$ cat src/rtl/fsm_3l_anpc.sv
// fsm_3l_anpc: gate sequencer for one 3L-ANPC leg with timed break-before-make steps.
// Optional debug outputs (state, transition, finish_transition, counter) are
// enabled by defining FSM_3L_ANPC_DEBUG_EN.

package PKG_fsm_3lanpc;
  typedef enum logic [1:0] {
    type_I   = 2'd0,
    type_II  = 2'd1,
    type_III = 2'd2
  } _commtypes_t;
endpackage

module fsm_3l_anpc
  import PKG_fsm_3lanpc::*;
#(
  parameter int unsigned TDELAY_WIDTH = 16
) (
  input  logic                    clk,
  input  logic                    rst,
  input  logic [TDELAY_WIDTH-1:0] t_short,
  input  logic [TDELAY_WIDTH-1:0] t_off_on,
  input  logic [TDELAY_WIDTH-1:0] t_on_offV0,
  input  logic [TDELAY_WIDTH-1:0] t_offV0_on,
  input  logic [TDELAY_WIDTH-1:0] t_off_onI0,
  input  logic [1:0]              v_lev,
  input  _commtypes_t             comm_type,
  output logic [5:0]              S_out
`ifdef FSM_3L_ANPC_DEBUG_EN
  ,
  output logic [2:0]              state,
  output logic                    transition,
  output logic                    finish_transition,
  output logic [TDELAY_WIDTH-1:0] counter
`endif
);

  localparam int unsigned W = TDELAY_WIDTH;

  localparam logic [5:0] V_P  = 6'b100011;
  localparam logic [5:0] V_N  = 6'b011100;
  localparam logic [5:0] V_0U = 6'b010010;
  localparam logic [5:0] V_0L = 6'b100100;
  localparam logic [5:0] V_0F = 6'b110110;
  localparam logic [5:0] V_MID = 6'b000110;

  localparam logic [1:0] C_ZERO = 2'b00;
  localparam logic [1:0] C_P    = 2'b01;
  localparam logic [1:0] C_N    = 2'b10;

  typedef enum logic [2:0] {
    INIT   = 3'd0,
    STABLE = 3'd1,
    STEP1  = 3'd2,
    STEP2  = 3'd3
  } state_t;

  state_t       st_q, st_d;
  logic [5:0]   out_d;
  logic [W-1:0] cnt_q, cnt_d;
  logic [W-1:0] dly_q, dly_d;
  _commtypes_t  typ_q, typ_d;
  logic [5:0]   hdst_q, hdst_d;
  logic [5:0]   fin_q, fin_d;
  logic         pend_q, pend_d;
  logic         zhold_q, zhold_d;
  logic         lastp_q, lastp_d;
  logic [1:0]   lev_q;
  _commtypes_t  comm_q;

  logic [1:0]   cur_cls, req_cls;
  logic         lp_eff;
  logic [W-1:0] dly_eff, init_eff;
  logic         step_done, fin_half;
  logic [5:0]   hd;

  // Level class of a gate vector: P, N, or any zero vector
  function automatic logic [1:0] vec_cls(input logic [5:0] v);
    if (v == V_P)      return C_P;
    else if (v == V_N) return C_N;
    else               return C_ZERO;
  endfunction

  // Destination vector for a requested class under a commutation type
  function automatic logic [5:0] dst_vec(input logic [1:0] c, input _commtypes_t t,
                                         input logic lp);
    case (c)
      C_P:     return V_P;
      C_N:     return V_N;
      default: return (t == type_I) ? (lp ? V_0U : V_0L) : V_0F;
    endcase
  endfunction

  // First-step delay for a half-transition towards vector d
  function automatic logic [W-1:0] step1_dly(input _commtypes_t t, input logic [5:0] d);
    case (t)
      type_I:  return t_off_on;
      type_II: return (vec_cls(d) == C_ZERO) ? t_on_offV0 : t_offV0_on;
      default: return t_off_onI0;
    endcase
  endfunction

  assign cur_cls   = vec_cls(S_out);
  assign req_cls   = (lev_q == C_P || lev_q == C_N) ? lev_q : C_ZERO;
  assign lp_eff    = (cur_cls == C_P) ? 1'b1 : (cur_cls == C_N) ? 1'b0 : lastp_q;
  assign dly_eff   = (dly_q == '0) ? W'(1) : dly_q;
  assign init_eff  = (t_off_on == '0) ? W'(1) : t_off_on;
  assign step_done = (cnt_q >= dly_eff);

  // Next-state and next-output logic
  always_comb begin
    st_d     = st_q;
    out_d    = S_out;
    cnt_d    = cnt_q;
    dly_d    = dly_q;
    typ_d    = typ_q;
    hdst_d   = hdst_q;
    fin_d    = fin_q;
    pend_d   = pend_q;
    zhold_d  = zhold_q;
    lastp_d  = lastp_q;
    fin_half = 1'b0;
    hd       = hdst_q;

    case (st_q)
      INIT: begin
        if (cnt_q >= init_eff) begin
          out_d = dst_vec(req_cls, comm_q, lastp_q);
          st_d  = STABLE;
        end else begin
          cnt_d = cnt_q + W'(1);
        end
      end
      STABLE: begin
        lastp_d = lp_eff;
        if (req_cls != cur_cls) begin
          typ_d = comm_q;
          if (cur_cls != C_ZERO && req_cls != C_ZERO) begin
            // Direct P<->N: go through zero first, finish later
            hd     = dst_vec(C_ZERO, comm_q, cur_cls == C_P);
            pend_d = 1'b1;
            fin_d  = dst_vec(req_cls, comm_q, lp_eff);
          end else begin
            hd     = dst_vec(req_cls, comm_q, lp_eff);
            pend_d = 1'b0;
          end
          hdst_d = hd;
          out_d  = S_out & hd;
          dly_d  = step1_dly(comm_q, hd);
          cnt_d  = W'(1);
          st_d   = STEP1;
        end
      end
      STEP1: begin
        if (step_done) begin
          if (typ_q == type_III) begin
            out_d = S_out | (hdst_q & V_MID);
            dly_d = t_short;
            cnt_d = W'(1);
            st_d  = STEP2;
          end else begin
            fin_half = 1'b1;
          end
        end else begin
          cnt_d = cnt_q + W'(1);
        end
      end
      STEP2: begin
        if (step_done) begin
          if (zhold_q) begin
            // Zero hold done: start the zero->final half
            zhold_d = 1'b0;
            hdst_d  = fin_q;
            out_d   = S_out & fin_q;
            dly_d   = step1_dly(typ_q, fin_q);
            cnt_d   = W'(1);
            st_d    = STEP1;
          end else begin
            fin_half = 1'b1;
          end
        end else begin
          cnt_d = cnt_q + W'(1);
        end
      end
      default: st_d = INIT;
    endcase

    if (fin_half) begin
      out_d = hdst_q;
      if (pend_q) begin
        pend_d  = 1'b0;
        zhold_d = 1'b1;
        dly_d   = t_short;
        cnt_d   = W'(1);
        st_d    = STEP2;
      end else begin
        st_d = STABLE;
      end
    end
  end

  // State, datapath and request-sampling registers
  always_ff @(posedge clk or negedge rst) begin
    if (!rst) begin
      st_q    <= INIT;
      S_out   <= 6'b000000;
      cnt_q   <= W'(1);
      dly_q   <= '0;
      typ_q   <= type_I;
      hdst_q  <= 6'b000000;
      fin_q   <= 6'b000000;
      pend_q  <= 1'b0;
      zhold_q <= 1'b0;
      lastp_q <= 1'b1;
      lev_q   <= 2'b00;
      comm_q  <= type_I;
    end else begin
      st_q    <= st_d;
      S_out   <= out_d;
      cnt_q   <= cnt_d;
      dly_q   <= dly_d;
      typ_q   <= typ_d;
      hdst_q  <= hdst_d;
      fin_q   <= fin_d;
      pend_q  <= pend_d;
      zhold_q <= zhold_d;
      lastp_q <= lastp_d;
      lev_q   <= v_lev;
      comm_q  <= comm_type;
    end
  end

`ifdef FSM_3L_ANPC_DEBUG_EN
  // Debug status flags
  always_ff @(posedge clk or negedge rst) begin
    if (!rst) begin
      transition        <= 1'b0;
      finish_transition <= 1'b0;
    end else begin
      transition        <= (st_d == STEP1) || (st_d == STEP2);
      finish_transition <= ((st_q == STEP1) || (st_q == STEP2)) && (st_d == STABLE);
    end
  end

  assign state   = st_q;
  assign counter = cnt_q;
`endif

endmodule

$ cat config.mk
export PLATFORM = sky130hd
export DESIGN_NAME = fsm_3l_anpc
export DESIGN_NICKNAME = d
export VERILOG_FILES = /design/src/rtl/fsm_3l_anpc.sv
export SDC_FILE = /design/constraint.sdc
export NUM_CORES = 1
export LEC_CHECK = 0
export BUFFER_PORTS_ARGS = -buffer_cell sky130_fd_sc_hd__buf_2
export CORE_MARGIN = 5
export CORE_UTILIZATION = 40
export CTS_CLUSTER_DIAMETER = 150
export DETAILED_ROUTE_END_ITERATION = 12
export HOLD_SLACK_MARGIN = 0.03
export PLACE_DENSITY = 0.67
export SETUP_SLACK_MARGIN = 0.05
export SYNTH_ARGS = -nofsm -noshare
export SYNTH_HDL_FRONTEND = slang
export SYNTH_SLANG_ARGS = --single-unit
$ cat constraint.sdc
create_clock -name clk -period 3.63 [get_ports clk]
set_clock_uncertainty 0.1 [all_clocks]
set_input_delay 0.5445 -clock clk [delete_from_list [all_inputs] [get_ports clk]]
set_output_delay 0.5445 -clock clk [all_outputs]
set_load 0.03 [all_outputs]
==> impl_metrics.py, run 1 <==
metrics = {
    "die": {
        "ioPinCount": 92,
        "design.core.area_um2": 12600,
        "start_util_pct": 40.5,
        "dieHeight_um": 123,
        "die-area_um2": 15100,
        "placement_rows": 41,
        "die_x_um": 123,
    },
    "synthesis": {
        "synth.ff_latch_count": 61,
        "count_of_flip_flops_with_a_built_in_enable_after_synthesis": 0,
        "ys_async_sr_fraction_pct": 100,
        "ys_dominant_reg_cell": "dfrtp_1",
        "synthesis.area_per_instance_um2": 8.27,
        "yosysWarningCount": 0,
        "synth.lib_cells_used.distinct": 75,
        "postSynthNetCount": 737,
        "syn-instance-count": 616,
        "yosysSeqAreaShare_pct": 30.0,
        "mappedNetlistArea_um2": 5090,
    },
    "worst_setup_path": {
        "timing.critical_path.mode_cell": "a221o_1",
        "crit_path_max_incr_delay_ns": 0.44,
        "timing.critical_path.to_type": "flop",
        "worst_ep_arrival_time_ns": 3.49,
        "worst_setup_path_start_kind": "flop",
        "chain_of_cells_forming_the_critical_path": "nor4_1, a41o_1, ha_1, or3b_1, o2111ai_1, a31o_2, a211oi_2, a221o_1, a21boi_2, a221o_1",
        "worst-endpoint-required_ns": 3.75,
        "timing.setup.critical_path_class": "reg2reg",
        "crit_fanout": 13,
        "crit_path_top_delay_cell": "nor4_1",
    },
    "routing": {
        "route.detailed.drc": 0,
        "drtAntennaViolNets": 0,
        "vias": 5340,
        "wl_per_cell_um": 18.2,
        "via_per_inst": 6.06,
        "first_iteration_detailed_routing_drc_count": 435,
        "wl_um": 16100,
        "drt_first_pass_iters": 6,
    },
    "timing": {
        "fmax_ghz": 0.296,
        "slew_violations": 0,
        "finalSetupViolCount": 0,
        "transition_at_the_pin_with_the_smallest_max_transition_slack_ns": 1.33,
        "timing.final.crit_period_ns": 3.38,
        "fin_hold_ws_ns": 0.208,
        "slew_headroom_pct": 10.7,
        "setup_tns_final_ns": 0,
        "rsz0062_at_grt": "false",
        "timing_hold_violations_final": 0,
        "min_period_over_period_pct": 93.0,
    },
    "clock_network": {
        "cts_max_level": 3,
        "tritoncts": "done",
        "maximum_buffer_depth_of_the_clock_tree": 2,
        "skew_pair_late_insertion_delay_ns": 0.34,
        "post-cts-setup-buffer-count": 0,
        "cts.clk_slew.worst_paths_ns": 0.06,
        "hold_fix_buffer_count_after_cts": 0,
        "post_cts_resize_count": 0,
        "cts_buffers": 9,
        "clock_root_cell": "clkbuf_16",
        "cts.sink_count": 61,
    },
    "pwr": {
        "static-leakage-power_nw": 2.84,
        "power.ir.vdd_worst_v": 0.000367,
        "p_total_mw": 3.62,
        "power_per_cell_area_nw_per_um2": 595,
    },
    "final_layout": {
        "number_of_nets_in_the_finished_design": 825,
        "number_of_inserted_diodes": 0,
        "finish.instance_area_um2": 6090,
        "final_common_cell": "buf_2",
        "post_route_cells_drive_above_1_share_pct": 22.8,
        "layout.cells.most_common_list": "buf_2, dfrtp_1, nor2_1, nand2_1, inv_1",
        "fillers": 1190,
        "flow.area_growth_from_synthesis_pct": 19.5,
    },
    "outcome": {
        "run_status": "complete, no violations",
    },
    "placed_design": {
        "placed_wire_length_estimate_um": 12400,
        "globalplace.congestion": 0.945,
        "io_buffer_count": 91,
        "placedInstanceArea_um2": 5750,
    },
    "global_routing": {
        "grt_pass1_wl_um": 26100,
        "gr-usage-all-layers_pct": 21.6,
        "grt_max_degree": 49,
        "grt_overflow_total": 0,
        "antenna_found_initial": 0,
        "first_global_vias": 5400,
    },
    "min_path": {
        "worstHoldPathType": "in2reg",
    },
    "flow_run": {
        "cap_viol_max_count": 0,
    },
}
## path summary, 6_finish.rpt
check	startpoint	end	slack [ns]	depth (start not counted)
max in group asynchronous	rst	zhold_q$_DFF_PN0_	2.28	2
hold / removal	comm_type[0]	comm_q[0]$_DFF_PN0_	0.21	1
setup / recovery	dly_q[8]$_DFF_PN0_	cnt_q[10]$_DFF_PN0_	0.25	10
setup reg to reg	dly_q[8]$_DFF_PN0_	cnt_q[10]$_DFF_PN0_	0.25	10
hold reg to reg	hdst_q[5]$_DFFE_PN0P_	hdst_q[5]$_DFFE_PN0P_	0.38	2
min in group asynchronous	rst	dly_q[12]$_DFF_PN0_	0.33	1
## final cells by class
cell class | instances | area, um2 | area share, %
Clock buffer | 10 | 239 | 3.93
Clock inverter | 6 | 93.8 | 1.54
Inverter | 43 | 161 | 2.65
Multi-Input combinational cell | 480 | 3260 | 53.5
Sequential cell | 61 | 1530 | 25.1
Tap cell | 172 | 215 | 3.54
Timing Repair Buffer | 109 | 591 | 9.70
## logic make-up (layout without fill, tap and decap cells)
group	count (synthesis)	in the layout	share of synthesized area (%)
simple gates	221	221	22.0
fa+ha+maj	35	35	8.60
flops	61	61	30.0
compound gates	195	195	27.4
mux	28	28	5.72
xor+xnor	1	1	0.172
buf+inv	75	168	6.12
## routing by layer
metal | wire, um | up-vias | part of all wire (%) | GRT usage [%]
met1 | 6610 | 2548 | 41 | 27.4
li1 | - | 2495 | - | -
met5 | 0 | - | 0 | 0
met2 | 7860 | 243 | 49 | 36.0
met4 | 525 | 0 | 3.3 | 9.80
met3 | 1070 | 54 | 6.7 | 3.73
## critical path: cells and delay by family, from the launching register on
family / cells / cell delay [ns]
AOI/OAI and AO/OA: 7 / 1.72
and+or+nand+nor: 2 / 0.81
DFF: 1 / 0.40
adders and majority gates: 1 / 0.22
## synthesized netlist by cell type (all sizes together), types with 3 or more instances
cell type | instances | area (um2)
a211o | 7 | 61.3
a211oi | 20 | 170
a21oi | 36 | 184
a221o | 8 | 80.1
a2bb2oi | 17 | 149
a31oi | 4 | 25.0
and2 | 5 | 31.3
and3 | 15 | 93.8
buf | 10 | 67.6
clkbuf | 22 | 82.6
dfrtp | 59 | 1480
ha | 35 | 438
inv | 41 | 154
mux2 | 9 | 101
mux2i | 19 | 190
nand2 | 52 | 195
nand3 | 37 | 190
nand4 | 4 | 25.0
nor2 | 56 | 213
nor2b | 5 | 31.3
nor3 | 9 | 50.1
nor3b | 5 | 37.5
nor4 | 6 | 37.5
o211ai | 4 | 30.0
o21ai | 34 | 170
o221ai | 16 | 140
o22ai | 21 | 144
o31ai | 3 | 22.5
or2 | 9 | 56.3
or3 | 6 | 47.5
## flip-flops by register name, summed over array words and instances, names as in the netlist
| name | flops |
|---|---|
| hdst_q | 6 |
| lastp_q | 1 |
| pend_q | 1 |
| lev_q | 2 |
| dly_q | 16 |
| S_out | 6 |
| cnt_q | 16 |
| comm_q | 2 |
| typ_q | 2 |
| st_q | 2 |
| zhold_q | 1 |
| fin_q | 6 |
## stage by stage
step                util (%)  std cells  setup slack (ns)
floorplan                  -        616             0.642
global placement        45.8        865             0.339
detailed placement      45.8        865             0.165
CTS                     48.4        881             0.303
global route            48.4        881             0.173
finish                  48.4        881             0.255
## power breakdown
part	internal, mW	switching [mW]	leakage, nW
Combinational	0.656	0.882	1.90
Clock	0.624	0.330	0.159
Sequential	0.888	0.245	0.780
No activity file was read; power rests on OpenSTA's default activity.
==> inputs of run 2 (changes only) <==
--- a/config.mk
+++ b/config.mk
@@ -11,7 +11,7 @@
 export CTS_CLUSTER_DIAMETER = 150
 export DETAILED_ROUTE_END_ITERATION = 12
 export HOLD_SLACK_MARGIN = 0.03
-export PLACE_DENSITY = 0.67
+export PLACE_DENSITY = 0.65
 export SETUP_SLACK_MARGIN = 0.05
 export SYNTH_ARGS = -nofsm -noshare
 export SYNTH_HDL_FRONTEND = slang
==> impl_metrics.py, run 2 (same netlist as run 1, synthesis figures left out) <==
metrics = {
    "outcome": {
        "run_status": "complete, no violations",
    },
    "worst_setup_path": {
        "crit_fanout": 13,
        "critical_path.n_buffers_inverters": 0,
        "worst-endpoint-required_ns": 3.74,
        "timing.critical_path.to_type": "flop",
        "timing.critical_path.mode_cell": "a221o_1",
        "reg2reg_depth": 10,
        "crit_path_max_incr_delay_ns": 0.40,
        "crit_path_top_delay_cell": "dfrtp_1",
        "r2r_setup_slk_ns": 0.33,
        "reg2reg_to": "cnt_q[8]$_DFF_PN0_",
        "path_depth": 10,
        "critPathTopFamily": "compound AO/OA/AOI/OAI gates",
        "cp-startpoint": "dly_q[1]$_DFF_PN0_",
        "reg_to_reg_startpoint": "dly_q[1]$_DFF_PN0_",
        "worst_setup_path_start_kind": "flop",
        "worst_ep_arrival_time_ns": 3.41,
        "chain_of_cells_forming_the_critical_path": "nor4_1, a41o_1, ha_1, or3b_1, o2111ai_1, a31o_2, a211oi_2, a221o_1, a21boi_2, a221o_1",
        "timing.setup.critical_path_class": "reg2reg",
    },
    "final_layout": {
        "layout_top_registers": "cnt_q x16, dly_q x16",
        "final_common_cell": "buf_2",
        "post_route_cells_drive_above_1_share_pct": 23.0,
        "layout.cells.most_common_list": "buf_2, dfrtp_1, nor2_1, nand2_1, inv_1",
        "number_of_inserted_diodes": 0,
        "register_area_um2": 1530,
        "finish.instance_area_um2": 6080,
        "fillers": 1226,
        "multi_input_gate_area_um2": 3260,
        "number_of_nets_in_the_finished_design": 826,
        "flow.area_growth_from_synthesis_pct": 19.5,
    },
    "routing": {
        "via_per_inst": 5.99,
        "drtAntennaViolNets": 0,
        "first_iteration_detailed_routing_drc_count": 469,
        "vias": 5286,
        "drt_first_pass_iters": 5,
        "wl_per_cell_um": 18.1,
        "route.detailed.drc": 0,
        "wl_um": 16000,
    },
    "clock_network": {
        "post_cts_resize_count": 0,
        "tritoncts": "done",
        "maximum_buffer_depth_of_the_clock_tree": 2,
        "cts.clk_slew.worst_paths_ns": 0.06,
        "cts_max_level": 3,
        "hold_fix_buffer_count_after_cts": 0,
        "cts.sink_count": 61,
        "clock_root_cell": "clkbuf_16",
        "cts_buffers": 9,
        "skew_pair_late_insertion_delay_ns": 0.33,
        "post-cts-setup-buffer-count": 0,
    },
    "timing": {
        "timing.final.crit_period_ns": 3.30,
        "rsz0062_at_grt": "false",
        "min_period_over_period_pct": 91.0,
        "slew_violations": 0,
        "setup_tns_final_ns": 0,
        "slew_headroom_pct": 8.30,
        "finalSetupViolCount": 0,
        "transition_at_the_pin_with_the_smallest_max_transition_slack_ns": 1.37,
        "timing_hold_violations_final": 0,
        "fmax_ghz": 0.303,
        "fin_hold_ws_ns": 0.214,
    },
    "placed_design": {
        "placed_wire_length_estimate_um": 12300,
        "io_buffer_count": 91,
        "placedInstanceArea_um2": 5760,
        "globalplace.congestion": 0.891,
    },
    "die": {
        "dieHeight_um": 123,
        "placement_rows": 41,
        "start_util_pct": 40.5,
        "die-area_um2": 15100,
        "design.core.area_um2": 12600,
        "ioPinCount": 92,
        "die_x_um": 123,
    },
    "global_routing": {
        "antenna_found_initial": 0,
        "grt_pass1_wl_um": 25400,
        "grt_overflow_total": 0,
        "first_global_vias": 5203,
        "grt_max_degree": 37,
        "gr-usage-all-layers_pct": 21.1,
    },
    "pwr": {
        "power.ir.vdd_worst_v": 0.000268,
        "static-leakage-power_nw": 2.84,
        "power_per_cell_area_nw_per_um2": 593,
    },
    "min_path": {
        "timing.hold.worst.start": "comm_type[0]",
        "worstHoldPathType": "in2reg",
        "timing.hold.worst_path_depth": 1,
        "worst_hold_path.endpoint": "comm_q[0]$_DFF_PN0_",
    },
    "flow_run": {
        "cap_viol_max_count": 0,
    },
}
[run 2: cell count changes in the layout (fill, tap and decap cells not counted)]
cell	change
clkinvlp_4	+1
clkbuf_8	-1
clkinv_2	+1
clkinv_4	-1
buf_4	+1
[run 2: area by class of cell]
class	count	area share [%]
Multi-Input combinational cell	480	53.5
Sequential cell	61	25.1
Timing Repair Buffer	110	9.83
Clock buffer	9	3.70
Tap cell	172	3.54
Inverter	43	2.65
Clock inverter	7	1.60
[run 2: how the worst max path moves through the flow]
stage                               end  slack (ns)
global placement    cnt_q[10]$_DFF_PN0_        0.31
CTS                  cnt_q[8]$_DFF_PN0_        0.34
global route        dly_q[10]$_DFF_PN0_        0.21
detailed placement   cnt_q[8]$_DFF_PN0_        0.23
floorplan           cnt_q[10]$_DFF_PN0_        0.64
finish               cnt_q[8]$_DFF_PN0_        0.33
[run 2: per-stage QoR]
stage | power, mW | util, % | setup WS [ns] | cells
5_1_grt | 3.86 | 48.4 | 0.212 | 882
6_report | 3.61 | 48.4 | 0.328 | 882
3_5_place_dp | 2.66 | 45.8 | 0.229 | 866
2_1_floorplan | 2.19 | - | 0.642 | 616
4_1_cts | 3.60 | 48.4 | 0.339 | 882
3_3_place_gp | 2.60 | 45.8 | 0.307 | 866
[run 2: routing by layer]
layer | vias up | routed length [um] | global-route usage (%)
li1 | 2498 | - | -
met1 | 2536 | 6680 | 26.6
met2 | 223 | 8050 | 36.1
met3 | 29 | 989 | 3.87
met4 | 0 | 283 | 7.70
met5 | - | 0 | 0
[run 2: power by group]
part	total, mW	switching [mW]	internal [mW]
Sequential	1.15	0.260	0.888
Combinational	1.53	0.878	0.656
Clock	0.926	0.324	0.602
